`src/rtl/fetch_stage_pkg.sv`:
```
// Shared fetch-side types and constants for the RV32 front end.
package fetch_stage_pkg;

  localparam logic [31:0] BOOT_OFFSET = 32'h0000_8000;
  localparam logic [31:0] BOOT_ADDR   = BOOT_OFFSET;
  localparam logic [31:0] INSTR_LEN   = 32'd4;

  typedef enum logic [1:0] {
    FETCH_IDLE,
    FETCH_REQ,
    FETCH_WAIT
  } fetch_state;

  // One buffered instruction: fetch address plus returned word
  typedef struct packed {
    logic [31:0] pc;
    logic [31:0] instr;
  } fetch_entry_t;

endpackage

```
`src/rtl/fetch_fifo.sv`:
```
// Small instruction buffer between the memory bus and decode.
// Flush wins over push/pop; push is accepted when full only alongside a pop.
module fetch_fifo
  import fetch_stage_pkg::*;
#(
  parameter int DEPTH = 2,
  localparam int AW = $clog2(DEPTH),
  localparam int CW = $clog2(DEPTH + 1)
) (
  input  logic          clk,
  input  logic          rst,
  input  logic          push,
  input  fetch_entry_t  wdata,
  input  logic          pop,
  input  logic          flush,
  output fetch_entry_t  rdata,
  output logic [CW-1:0] count,
  output logic          full,
  output logic          empty
);

  fetch_entry_t  mem [DEPTH];
  logic [AW-1:0] wr_ptr, rd_ptr;
  logic          do_push, do_pop;

  assign empty   = (count == '0);
  assign full    = (count == CW'(DEPTH));
  assign do_pop  = pop && !empty && !flush;
  assign do_push = push && (!full || do_pop) && !flush;
  assign rdata   = mem[rd_ptr];

  // Pointer/count bookkeeping and entry storage; entries clear on reset so
  // the head outputs read zero until the first word lands
  always_ff @(posedge clk or posedge rst) begin
    if (rst) begin
      wr_ptr <= '0;
      rd_ptr <= '0;
      count  <= '0;
      for (int i = 0; i < DEPTH; i++) mem[i] <= '0;
    end else if (flush) begin
      wr_ptr <= '0;
      rd_ptr <= '0;
      count  <= '0;
    end else begin
      if (do_push) begin
        mem[wr_ptr] <= wdata;
        wr_ptr      <= wr_ptr + AW'(1);
      end
      if (do_pop) rd_ptr <= rd_ptr + AW'(1);
      count <= count + CW'(do_push) - CW'(do_pop);
    end
  end

endmodule

```
`src/rtl/fetch_stage.sv`:
```
// RV32 instruction fetch: owns the fetch PC, runs one-outstanding req/gnt/rvalid
// transactions and buffers returned words for decode. Redirects flush the
// buffer and mark any in-flight response as stale.
module fetch_stage
  import fetch_stage_pkg::*;
#(
  parameter logic [31:0] BOOT_ADDR  = fetch_stage_pkg::BOOT_ADDR,
  parameter int          FIFO_DEPTH = 2
) (
  input  logic        clk_i,
  input  logic        rst_i,
  output logic        instr_req_o,
  output logic [31:0] instr_addr_o,
  input  logic        instr_gnt_i,
  input  logic        instr_rvalid_i,
  input  logic [31:0] instr_rdata_i,
  input  logic        redirect_i,
  input  logic [31:0] redirect_pc_i,
  output logic        instr_valid_o,
  output logic [31:0] instr_rdata_o,
  output logic [31:0] instr_pc_o,
  input  logic        instr_ready_i
);

  localparam int CW = $clog2(FIFO_DEPTH + 1);
  localparam int OW = CW + 1;

  fetch_state   state_q, state_d;
  logic [31:0]  fetch_pc_q, fetch_pc_d;
  logic [31:0]  addr_q;
  logic         discard_q;
  logic         rv_accept, push, pop;
  logic [CW-1:0] count;
  logic         fifo_full, fifo_empty;
  logic [OW-1:0] occ_after;
  fetch_entry_t head, wentry;

  // Responses only count while we are waiting for one; anything else is noise
  assign rv_accept = (state_q == FETCH_WAIT) && instr_rvalid_i;
  assign push      = rv_accept && !discard_q && !redirect_i;
  assign pop       = !fifo_empty && instr_ready_i;
  assign occ_after = OW'(count) + OW'(push) - OW'(pop);
  // addr_q is frozen through REQ and WAIT, so it is the PC of the returning word
  assign wentry    = '{pc: addr_q, instr: instr_rdata_i};

  fetch_fifo #(.DEPTH(FIFO_DEPTH)) u_fifo (
    .clk   (clk_i),
    .rst   (rst_i),
    .push  (push),
    .wdata (wentry),
    .pop   (pop),
    .flush (redirect_i),
    .rdata (head),
    .count (count),
    .full  (fifo_full),
    .empty (fifo_empty)
  );

  // FSM state register
  always_ff @(posedge clk_i or posedge rst_i) begin
    if (rst_i) state_q <= FETCH_IDLE;
    else       state_q <= state_d;
  end

  // FSM next state: at most one request in flight, and a new one only when
  // its word is guaranteed a slot
  always_comb begin
    state_d = state_q;
    unique case (state_q)
      FETCH_IDLE: if (!fifo_full) state_d = FETCH_REQ;
      FETCH_REQ:  if (instr_gnt_i) state_d = FETCH_WAIT;
      FETCH_WAIT: if (instr_rvalid_i)
                    state_d = (redirect_i || occ_after < OW'(FIFO_DEPTH)) ? FETCH_REQ
                                                                          : FETCH_IDLE;
      default:    state_d = FETCH_IDLE;
    endcase
  end

  // FSM outputs, decoded from the state register only
  always_comb begin
    instr_req_o = (state_q == FETCH_REQ);
  end

  // Next fetch PC: a stale (discarded) grant must not advance the new stream
  always_comb begin
    fetch_pc_d = fetch_pc_q;
    if (redirect_i)
      fetch_pc_d = redirect_pc_i & ~32'h3;
    else if (state_q == FETCH_REQ && instr_gnt_i && !discard_q)
      fetch_pc_d = fetch_pc_q + INSTR_LEN;
  end

  // Fetch PC and request address; the address is captured on entry to REQ
  // and held until the response returns
  always_ff @(posedge clk_i or posedge rst_i) begin
    if (rst_i) begin
      fetch_pc_q <= BOOT_ADDR;
      addr_q     <= BOOT_ADDR;
    end else begin
      fetch_pc_q <= fetch_pc_d;
      if (state_d == FETCH_REQ && state_q != FETCH_REQ) addr_q <= fetch_pc_d;
    end
  end

  // Discard flag: a redirect while a request is pending (granted or not)
  // poisons that request's response; an rvalid in the redirect cycle is
  // dropped directly and leaves nothing pending
  always_ff @(posedge clk_i or posedge rst_i) begin
    if (rst_i)           discard_q <= 1'b0;
    else if (redirect_i) discard_q <= (state_q == FETCH_REQ) ||
                                      (state_q == FETCH_WAIT && !instr_rvalid_i);
    else if (rv_accept)  discard_q <= 1'b0;
  end

  assign instr_addr_o  = addr_q;
  assign instr_valid_o = !fifo_empty;
  assign instr_rdata_o = head.instr;
  assign instr_pc_o    = head.pc;

endmodule

```
`config.mk`:
```
export PLATFORM = sky130hd
export DESIGN_NAME = fetch_stage
export DESIGN_NICKNAME = d
export VERILOG_FILES = /design/src/rtl/fetch_stage_pkg.sv /design/src/rtl/fetch_fifo.sv /design/src/rtl/fetch_stage.sv
export SDC_FILE = /design/constraint.sdc
export NUM_CORES = 1
export LEC_CHECK = 0
export CAP_MARGIN = 20
export CELL_PAD_IN_SITES_DETAIL_PLACEMENT = 1
export CELL_PAD_IN_SITES_GLOBAL_PLACEMENT = 1
export CORE_UTILIZATION = 43
export DETAILED_ROUTE_END_ITERATION = 8
export PLACE_DENSITY = 0.78
export SETUP_SLACK_MARGIN = 0.05
export SKIP_LAST_GASP = 1
export SLEW_MARGIN = 30
export SYNTH_ARGS = -nofsm -noshare
export SYNTH_HDL_FRONTEND = slang
export SYNTH_SLANG_ARGS = --single-unit
```
`constraint.sdc`:
```
create_clock -name clk_i -period 8.5 [get_ports clk_i]
set_input_delay 0.85 -clock clk_i [delete_from_list [all_inputs] [get_ports clk_i]]
set_output_delay 0.85 -clock clk_i [all_outputs]
set_load 0.02 [all_outputs]
```
# Yosys cells after proc, flatten, opt, wreduce, memory -nomap -nowiden
# Cells that the tools add are included.
# word_totals
latchBits,0
ram_bits,0
mem_count,0
output_inout_bits,98
regBits,199
rom_bits,0
in_bits,70
# classes
magnitude_cmp,4
reduce_logical,27
mul,0
n_bitwise,3
n_eq_ne,5
div_mod_pow,0
shift,0
add_sub_neg,7
mux,20
# op_table
operator,count
2-to-1 mux 64 bit,4
bitwise mux 128 bit,1
demux 64 bit (select 1 bit),1
2-to-1 mux 32 bit,2
adder 32 x 3 -> 32 bit (second input constant),1
logical AND 1 bit,13
2-to-1 mux 2 bit,4
2-to-1 mux 1 bit,7
one-hot mux 2 bit (3 select lines),1
nonzero test 2 bit,3
zero test 1 bit,5
equality test 2 x 1 -> 1 bit (second input constant),2
equality test 2 bit (second input constant),2
greater-or-equal comparator 2 bit (second input constant),2
zero test 2 bit,2
NOT 1 -> 2 bit,2
adder 2 x 1 -> 3 bit,1
logical OR 1 bit,3
< comparator 3 x 2 -> 1 bit (second input constant),1
subtractor 3 x 1 -> 3 bit,1
adder 1 bit (second input constant),2
adder 2 x 1 -> 2 bit,1
< comparator 2 x 1 -> 1 bit (second input constant),1
!= test 2 x 1 -> 1 bit (second input constant),1
other kinds (3),3

# Longest topological paths before layout
# Gate-level depths: netlist of the first run.
# logic_depth
ltp_word,13
mapped_depth,14
ltp_nobuf,12

# Hierarchy
# From an unflattened synthesis of the first run, not the netlist that was laid out.
# hier_totals
hier_cells,758
area_unflattened_um2,9628.0
# by_module_without_submodules
module,area_per_inst_um2,n_inst,cells_each
fetch_fifo,5990.7,1,368
fetch_stage,3637.2,1,390

# Worst setup path after synthesis of the first run
# OpenSTA, ideal clock, no wires.
# synth_timing
kind,input-to-reg
startpoint,input instr_ready_i
endpoint,"register addr_q[0], in the netlist instr_addr_o[0]"
setup_ps,125
t_arrival_ps,3020
required_ps,8375
path_slack_ps,5355
path_stages,11
cell_sequence,nand2_1 > inv_1 > ha_1 > nand2b_1 > fa_1 > xnor2_1 > nand4_1 > a21oi_1 > clkbuf_1 > buf_2 > mux2_2
# synth_between
elab_chain_cells,9
# synth_rtl
element,line,source
from (decl),fetch_stage.sv:22,input logic instr_ready_i
logical AND 1 bit,fetch_stage.sv:41,assign pop = !fifo_empty && instr_ready_i;
subtractor 3 x 1 -> 3 bit,fetch_stage.sv:42,assign occ_after = OW'(count) + OW'(push) - OW'(pop);
< comparator 3 x 2 -> 1 bit,fetch_stage.sv:73,state_d = (redirect_i || occ_after < OW'(FIFO_DEPTH)) ? FETCH_REQ
logical OR 1 bit,fetch_stage.sv:73,
2-to-1 mux 1 bit,fetch_stage.sv:73,
2-to-1 mux 2 bit,fetch_stage.sv:72,FETCH_WAIT: if (instr_rvalid_i)
one-hot mux 2 bit (3 select lines),fetch_stage.sv:69,unique case (state_q)
equality test 2 x 1 -> 1 bit,fetch_stage.sv:101,if (state_d == FETCH_REQ && state_q != FETCH_REQ) addr_q <= fetch_pc_d;
logical AND 1 bit,fetch_stage.sv:101,
to (signal assigned),fetch_stage.sv:101,
to (decl),fetch_stage.sv:30,logic [31:0] addr_q;
# No other way between the ends.
# A chain may end at the register's enable or synchronous reset.

# Worst setup path in the final report of the first run
# layout_timing
startpoint,input instr_rvalid_i
endpoint,register u_fifo.mem[87] (netlist bit)
# layout_between
elab_chain_cells,6
# layout_rtl
element,line,source
from (decl),fetch_stage.sv:15,"input logic instr_rvalid_i,"
logical AND 1 bit,fetch_stage.sv:39,assign rv_accept = (state_q == FETCH_WAIT) && instr_rvalid_i;
logical AND 1 bit (2 in series),fetch_stage.sv:40,assign push = rv_accept && !discard_q && !redirect_i;
logical AND 1 bit (2 in series),fetch_fifo.sv:29,assign do_push = push && (!full || do_pop) && !flush;
AND reduction 2 bit (no line),--,
"to (signal, indexed assignment)",fetch_fifo.sv:46,mem[wr_ptr] <= wdata;
to (decl),fetch_fifo.sv:22,fetch_entry_t mem [DEPTH];
# No other way between the ends.

==> out/metrics.yaml, run 1 <==
worst_clock_skew_ns: 0.00786
grt_pass1_vias: 6826
finalWeightedCongestion: 0.755
wire_per_inst_um: 19.6
syn_area_per_cell_sq_um: 13.0
die_w_um: 148
ys_async_sr_fraction_pct: 100
fin_setup_tns_ns: 0
clock_sink_count: 199
synth_ff_type: "dfrtp_1"
crit_start: "instr_rvalid_i"
placed_cell_area_sq_um: 11100
num_vias: 6182
start_util_pct: 43.8
grt_usage_pct: 21.7
synthTopCellsByArea: "dfrtp_1, mux2_2, nand2_1"
setup_viol: 0
grt_pass1_wl_um: 37200
crit_arrival_ns: 4.13
drt_first_pass_iters: 4
synth_cells: 705
yosysUniqueCellTypes: 59
rsz0062_at_grt: "no"
design_area_sq_um: 11700
final_nets: 932
dieHeight_um: 148
yosys.area.top_type_share_pct: 53.7
synth_nets: 780
fmax_mhz: 262
maxCapViolCount: 0
final-hold-violation-count: 0
synth.yosys.seq_area_share_pct: 54.2
drt_wl_total_um: 22400
avgViaCountPerCell: 5.40
cp-end-kind: "register"
hp-start: "u_fifo.mem[55]"
grt_overflow: 0
ff2ff_setup_slack_ns: 5.06
fillers: 2110
outcome: "finished clean"
drc: 0
ctsLongestPathBuffers: 2
grt_antenna_before_repair: 4
leakage_nw: 5.25
synth_area_sq_um: 9190
final_antenna_net_count: 0
maxSlewHeadroom_pct: 36.4
num_io_pins: 168
min_period_ns: 3.82
ys_ff_latch: 199
synth_edf_count: 0
cp-start-kind: "primary input"
htree_levels: 4
worstSetupPathType: "in2reg"
cts_tree: "done"
hold_buffers: 0
vdd_drop_max_uv: 171
drv_slew: 0
drt_iter0_markers: 250
worst_pin_slew_ns: 0.953
rr_startpoint: "state_q[0]"
cts_setup_buffers: 0
die_area_sq_um: 22000
fin_crit_sh_pct: 45.0
synth_common_cells: "mux2_2, dfrtp_1, nand2_1, nor2_1, clkbuf_1"
path_max_fanout: 38
row_count: 53
drive_gt1_share_pct: 30.6
hp-class: "reg2reg"
final_cell_count_no_fill: 1145
insertion_delay_ns: 0.43
placed_cells: 1112
synth.most_common_cell: "mux2_2"
synth_top_area_cell: "dfrtp_1"
cp.required_ns: 8.81
cts_buffers: 17
cts-root-buf: "clkbuf_16"
ctsResizeCount: 0
portBuffers: 165
hpwl_um: 14900
clkTransAtPathRegs_ns: 0.07
yosysWarnings: 0
p_per_area_nw_per_um2: 301
core-area_sq_um: 21000
grt_max_degree: 140
areaGrowthSynthToFinish_pct: 27.4
-- registers in the layout, indices dropped and copies added (netlist names) --
signal and cells:
fetch_pc_q 32, u_fifo.count 2, discard_q 1, u_fifo.mem 128, state_q 2, u_fifo.rd_ptr 1
instr_addr_o 32, u_fifo.wr_ptr 1
-- critical path, cell delays in order --
cell and delay [ns]:
clkdlybuf4s50_1 0.50, nand2_1 0.10, nor4_1 0.35, o31a_1 0.41
nor2b_4 0.83, buf_4 0.61, mux2_2 0.41
-- power breakdown --
| group | total, mW | switching, mW | internal (mW) | leakage, nW |
|---|---|---|---|---|
| logic | 1.32 | 0.627 | 0.695 | 2.38 |
| registers | 1.37 | 0.189 | 1.18 | 2.58 |
| clock network | 0.825 | 0.374 | 0.451 | 0.297 |
| total | 3.52 | 1.19 | 2.33 | 5.25 |
-- per-stage QoR --
stage	utilization (%)	total power, mW	setup slack (ns)	hold WS [ns]
floorplan	-	2.11	2.23	0.459
global placement	52.8	2.66	4.38	0.468
detailed placement	52.8	2.72	4.37	0.485
CTS	55.6	3.56	4.79	0.502
global route	55.8	3.71	4.43	0.514
finish	55.8	3.52	4.68	0.498
-- routing by layer --
layer	track usage, %	share of wire (%)	vias to the layer above
li1	-	-	2834
met1	27.6	44	3186
met2	37.4	51	139
met3	5.06	4.8	19
met4	4.69	0.74	4
met5	0	0.094	-
-- worst paths after layout --
kind	endpoint	cells past startpoint
min in group asynchronous	u_fifo.mem[81]	2
max	u_fifo.mem[87]	7
max in group asynchronous	fetch_pc_q[2]	3
min	u_fifo.mem[55]	1
max reg2reg	u_fifo.mem[87]	5
min reg2reg	u_fifo.mem[55]	1
-- cell families (layout without fill, tap and decap cells) --
kind of cell / count (synthesis) / count (layout) / synth area share [%]
flops: 199 / 199 / 54.2
xor+xnor: 24 / 24 / 2.29
other cells: 0 / 1 / 0
buf+inv: 46 / 210 / 2.42
mux: 217 / 217 / 26.6
simple gates: 162 / 162 / 9.93
fa+ha+maj: 5 / 5 / 0.763
compound gates: 52 / 52 / 3.77
-- layout by cell type (no fill, tap or decap), types with 3 or more instances in the layout --
cell type,instances
and4_2,3
mux2_1,8
nand2b_1,4
nor2b_1,6
inv_1,7
nor3_1,9
mux2_2,205
nand3_1,14
a211o_1,4
clkdlybuf4s50_1,164
buf_4,4
clkinv_4,3
a31oi_1,7
clkbuf_16,17
nor2_1,27
and4_1,3
a21oi_1,8
o21ai_0,11
nand4_1,11
mux2i_1,3
inv_6,5
xor2_1,12
nand2_1,45
dfrtp_1,196
a221o_1,4
ha_1,4
and3_1,10
o21ai_1,3
or3_1,5
nor4_1,3
and2_1,5
xnor2_1,12
-- area by class of cell --
cell class | count | area (sq um) | area share [%]
repair buffers | 170 | 1700 | 14.6
multi-input cells | 460 | 4020 | 34.3
clock inverters | 13 | 163 | 1.39
flip-flops and latches | 199 | 4990 | 42.6
inverters | 9 | 46.3 | 0.396
diodes | 1 | 2.50 | 0.0214
clock buffers | 18 | 439 | 3.75
well taps | 275 | 344 | 2.94
No activity file was read; power rests on OpenSTA's default activity.
==> run 2, diff against run 1 <==
clock period = 3.71 ns   (was 8.5 ns; I/O delays follow)
==> out/metrics.yaml, run 2 (synthesized netlist as in run 1, its figures left out) <==
crit_start: "u_fifo.count[1]"  # was instr_rvalid_i
final-hold-violation-count: 0  # unchanged
final_common_cell: "mux2_2"  # unchanged
final_nets: 938  # was 932
drc: 0  # unchanged
clock_sink_count: 199  # unchanged
hpwl_um: 15200  # was 14900 um
cts_setup_buffers: 0  # unchanged
maxCapViolCount: 0  # unchanged
cp-end-kind: "register"  # unchanged
drv_slew: 0  # unchanged
drt_first_pass_iters: 4  # unchanged
ctsLongestPathBuffers: 2  # unchanged
switching_power_mw: 2.72  # was 1.19 mW
maxSlewHeadroom_pct: 45.2  # was 36.4%
vdd_drop_max_uv: 366  # was 171 uV
ff2ff_setup_slack_ns: 0.73  # was 5.06 ns
crit_arrival_ns: 3.29  # was 4.13 ns
regMostFlops: "u_fifo.mem"  # unchanged
clkTransAtPathRegs_ns: 0.07  # about the same
final_antenna_net_count: 0  # unchanged
htree_levels: 4  # unchanged
rsz0062_at_grt: "no"  # unchanged
insertion_delay_ns: 0.43  # about the same
path_max_fanout: 7  # was 38
avgViaCountPerCell: 5.39  # was 5.40
worstPathCellList: "inv_1, nand2_1, nand2_1, inv_1, ha_1, nand2b_1, fa_1, xnor2_1, nand4_1, a21o_1, buf_4, and2_1, a211o_1"  # was clkdlybuf4s50_1, nand2_1, nor4_1, o31a_1, nor2b_4, buf_4, mux2_2
hold_buffers: 0  # unchanged
hp-class: "reg2reg"  # unchanged
p_per_area_nw_per_um2: 683  # was 301 nW/um^2
min_period_ns: 2.98
diodes: 0  # was 1
layout_common_cells: "mux2_2, dfrtp_1, clkdlybuf4s50_1"  # unchanged
die_w_um: 148  # unchanged
placed_cells: 1118  # was 1112
grt_antenna_before_repair: 0  # was 4
fin_setup_tns_ns: 0  # unchanged
num_io_pins: 168  # unchanged
drt_wl_total_um: 22500  # was 22400 um
slowest_delay_ns: 0.45  # was 0.83 ns
drt_iter0_markers: 137  # was 250
p_clk_share_pct: 21.9  # was 23.4%
core-area_sq_um: 21000  # unchanged
cp.required_ns: 4.02  # was 8.81 ns
outcome: "finished clean"  # unchanged
areaGrowthSynthToFinish_pct: 27.4  # about the same
drive_gt1_share_pct: 30.9  # was 30.6%
rr_startpoint: "u_fifo.count[1]"  # was state_q[0]
cts_buffers: 17  # unchanged
num_vias: 6193  # was 6182
row_count: 53  # unchanged
worst_clock_skew_ns: 0.0106  # was 0.00786 ns
fillers: 2104  # was 2110
p_int_mw: 5.29  # was 2.33 mW
cp-start-kind: "register"  # was primary input
start_util_pct: 43.8  # unchanged
finalWeightedCongestion: 0.796  # was 0.755
dieHeight_um: 148  # unchanged
setup_viol: 0  # unchanged
cts_tree: "done"  # unchanged
grt_overflow: 0  # unchanged
p_comb_share_pct: 38.6  # was 37.6%
swShare_pct: 34.0  # was 33.8%
fin_crit_sh_pct: 80.2
total_power_mw: 8.00  # was 3.52 mW
grt_pass1_wl_um: 36500  # was 37200 um
crit_slowest_cell: "dfrtp_1"  # was nor2b_4
fmax_mhz: 336
worst_pin_slew_ns: 0.822  # was 0.953 ns
grt_max_degree: 137  # was 140
wire_per_inst_um: 19.5  # was 19.6 um
largest_reg_flops: 128  # unchanged
cts-root-buf: "clkbuf_16"  # unchanged
worstSetupPathType: "reg2reg"  # was in2reg
design_area_sq_um: 11700  # about the same
seqPwrFrac_pct: 39.5  # was 39.0%
leakage_nw: 5.26  # was 5.25 nW
placed_cell_area_sq_um: 11100  # about the same
die_area_sq_um: 22000  # unchanged
final_cell_count_no_fill: 1150  # was 1145
ctsResizeCount: 0  # unchanged
grt_usage_pct: 21.4  # was 21.7%
portBuffers: 165  # unchanged
hp-start: "u_fifo.mem[55]"  # unchanged
grt_pass1_vias: 6853  # was 6826
## run 2: cell types whose count changed in the layout (fill, tap and decap cells not counted), sizes merged
cell	before	now
clkinvlp	0	2
inv	14	13
bufinv	2	1
diode	1	0
buf	6	12
clkinv	6	5
clkbuf	18	19
## run 2: final timing paths
path	to	depth (start not counted)
setup reg to reg	instr_addr_o[25]	13
min in group asynchronous	u_fifo.mem[68]	3
hold reg to reg	u_fifo.mem[55]	1
max in group asynchronous	u_fifo.rd_ptr	3
hold / removal	u_fifo.mem[55]	1
setup / recovery	instr_addr_o[25]	13
## run 2: per-layer routing
metal	vias to the layer above	part of all wire, %	global-route usage [%]
met1	3194	44	27.0
li1	2838	-	-
met2	144	51	37.3
met3	17	4.0	4.33
met4	0	1.0	5.46
met5	-	0	0
## run 2: worst max-delay path: cells and delay by family (launching register included)
| kind | cells | cell delay [ns] |
|---|---|---|
| buffers and inverters | 3 | 0.36 |
| DFF | 1 | 0.45 |
| xor gates and xnor gates | 1 | 0.14 |
| and+or+nand+nor | 5 | 0.68 |
| adders and majority gates | 2 | 0.65 |
| AOI/OAI and AO/OA | 2 | 0.58 |
## run 2: metrics by stage
step	hold WS, ns	util (%)	worst slack, ns
final	0.491	55.9	0.733
after global routing	0.516	55.9	0.536
after global placement	0.469	53.1	0.534
after floorplan	0.459	-	0.691
after CTS	0.494	55.7	0.707
after detailed placement	0.479	53.1	0.397
## run 2: area by class of cell
type | count | area, sq um | area share [%]
flip-flops and latches | 199 | 4990 | 42.6
repair buffers | 176 | 1770 | 15.2
well taps | 275 | 344 | 2.94
multi-input cells | 460 | 4020 | 34.3
inverters | 9 | 37.5 | 0.321
clock buffers | 19 | 433 | 3.70
clock inverters | 12 | 116 | 0.994
## run 2: power groups by stage
stage          registers (mW)  clock network, mW  logic [mW]
2_1_floorplan            3.22                  0        1.62
3_3_place_gp             3.14                  0        3.00
3_5_place_dp             3.21                  0        3.08
4_1_cts                  3.18               1.80        3.11
5_1_grt                  3.24               1.89        3.29
6_report                 3.16               1.75        3.09
==> run 3, diff against run 2 <==
clock period = 3 ns   (was 3.71 ns; I/O delays follow)
==> out/metrics.yaml, run 3 (synthesized netlist as in run 1, its figures left out) <==
dieHeight_um: 148  # unchanged
maxCapViolCount: 0  # unchanged
wire_per_inst_um: 20.0  # was 19.5 um
start_util_pct: 43.8  # unchanged
crit_start: "u_fifo.count[0]"  # was u_fifo.count[1]
layout_common_cells: "mux2_2, dfrtp_1, clkdlybuf4s50_1"  # unchanged
cts_buffers: 17  # unchanged
worst_clock_skew_ns: 0.00981  # was 0.0106 ns
crit_arrival_ns: 3.15  # was 3.29 ns
final-hold-violation-count: 0  # unchanged
fillers: 2073  # was 2104
core-area_sq_um: 21000  # unchanged
grt_usage_pct: 22.3  # was 21.4%
cts-root-buf: "clkbuf_16"  # unchanged
fin_crit_sh_pct: 94.4  # was 80.2%
p_per_area_nw_per_um2: 853  # was 683 nW/um^2
cts_tree: "done"  # unchanged
drc: 0  # unchanged
rsz0062_at_grt: "no"  # unchanged
vdd_drop_max_uv: 459  # was 366 uV
p_clk_share_pct: 21.7  # was 21.9%
fin_ws_ns: 0.168  # was 0.733 ns
grt_pass1_vias: 7057  # was 6853
die_area_sq_um: 22000  # unchanged
seqPwrFrac_pct: 38.2  # was 39.5%
rr_startpoint: "u_fifo.count[0]"  # was u_fifo.count[1]
fin_setup_tns_ns: 0  # unchanged
num_vias: 6290  # was 6193
largest_reg_flops: 128  # unchanged
num_io_pins: 168  # unchanged
diodes: 0  # unchanged
ff2ff_setup_slack_ns: 0.17  # was 0.73 ns
fmax_mhz: 353  # was 336 MHz
grt_pass1_wl_um: 37900  # was 36500 um
grt_max_degree: 146  # was 137
drt_first_pass_iters: 4  # unchanged
leakage_nw: 5.39  # was 5.26 nW
hold_ws_ns: 0.434  # was 0.491 ns
hold_buffers: 0  # unchanged
cp-end-kind: "register"  # unchanged
insertion_delay_ns: 0.43  # about the same
ctsLongestPathBuffers: 2  # unchanged
finalWeightedCongestion: 0.830  # was 0.796
final_common_cell: "mux2_2"  # unchanged
portBuffers: 165  # unchanged
areaGrowthSynthToFinish_pct: 30.1  # was 27.4%
worstSetupPathType: "reg2reg"  # unchanged
cp.required_ns: 3.32  # was 4.02 ns
drt_iter0_markers: 222  # was 137
dp_slack_ns: -0.0577  # was 0.397 ns
min_period_ns: 2.83  # was 2.98 ns
drive_gt1_share_pct: 33.3  # was 30.9%
p_int_mw: 6.68  # was 5.29 mW
hp-class: "in2async"  # was reg2reg
regMostFlops: "u_fifo.mem"  # unchanged
clock_sink_count: 199  # unchanged
swShare_pct: 34.5  # was 34.0%
drv_slew: 0  # unchanged
switching_power_mw: 3.52  # was 2.72 mW
cp-start-kind: "register"  # unchanged
clkTransAtPathRegs_ns: 0.08  # was 0.07 ns
worst_pin_slew_ns: 0.793  # was 0.822 ns
maxSlewHeadroom_pct: 47.1  # was 45.2%
hpwl_um: 15900  # was 15200 um
final_nets: 955  # was 938
path_max_fanout: 8  # was 7
grt_overflow: 0  # unchanged
post-route-util_pct: 57.1  # was 55.9%
p_comb_share_pct: 40.1  # was 38.6%
final_antenna_net_count: 0  # unchanged
outcome: "finished clean"  # unchanged
die_w_um: 148  # unchanged
avgViaCountPerCell: 5.39  # about the same
total_power_mw: 10.2  # was 8.00 mW
setup_viol: 0  # unchanged
drt_wl_total_um: 23400  # was 22500 um
grt_antenna_before_repair: 0  # unchanged
row_count: 53  # unchanged
htree_levels: 4  # unchanged
==> run 3: changes by cell type in the layout (fill, tap and decap cells not counted), moves of 3 or more <==
cell / before / now
inv_8: 1 / 4
buf_12: 2 / 7
buf_4: 8 / 19
clkinvlp_4: 2 / 5
==> run 3: per-stage QoR <==
| step | area, sq um | std cells |
|---|---|---|
| floorplan | 9190 | 705 |
| global placement | 11300 | 1131 |
| detailed placement | 11300 | 1131 |
| CTS | 11900 | 1163 |
| global route | 12000 | 1168 |
| finish | 12000 | 1168 |
==> run 3: metal layers <==
metal  GRT usage, %  share of wire (%)  vias to the layer above
li1               -                  -                     2874
met1           28.0                 44                     3237
met2           38.9                 51                      152
met3           4.17                3.9                       27
met4           6.70                1.5                        0
met5              0                  0                        -
==> run 3: worst max-delay path, stage by stage, from the launching register on <==
cell and delay, ns:
dfrtp_1 0.41, inv_2 0.09, nand2_2 0.06, nand2_2 0.08, inv_1 0.05, ha_1 0.27, nand2b_4 0.14, fa_2 0.52
nand4_1 0.12, buf_4 0.18, a21oi_4 0.25, clkbuf_16 0.22, mux2_2 0.33
==> run 3: path summary, 6_finish.rpt <==
| kind | end | cells after the start |
|---|---|---|
| worst max-delay path | instr_addr_o[6] | 12 |
| worst min-delay path | u_fifo.mem[3] | 3 |
| worst max register to register | instr_addr_o[6] | 12 |
| worst min register to register | u_fifo.mem[50] | 1 |
| max in group asynchronous | fetch_pc_q[13] | 3 |
| min in group clk_i | fetch_pc_q[5] | 3 |
==> run 3: power groups by stage <==
| stage | clock network, mW | logic, mW | registers (mW) |
|---|---|---|---|
| final | 2.22 | 4.09 | 3.89 |
| after detailed placement | 0 | 3.96 | 3.94 |
| after global placement | 0 | 3.84 | 3.86 |
| after floorplan | 0 | 2.01 | 3.98 |
| after global routing | 2.39 | 4.35 | 3.99 |
| after CTS | 2.28 | 3.99 | 3.90 |
==> run 3: layout make-up <==
class                           instances  area (sq um)  area share (%)
Multi-Input combinational cell        460          4040            33.8
Timing Repair Buffer                  193          1980            16.6
Inverter                                9          37.5           0.314
Clock buffer                           18           439            3.67
Sequential cell                       199          4990            41.7
Tap cell                              275           344            2.88
Clock inverter                         14           131            1.10
==> run 3: what timing repair did <==
action / 4_1_cts / 5_1_grt
setup buffers: 0 / 3
gates resized for setup: 0 / 7
setup endpoints to repair: 0 / 21
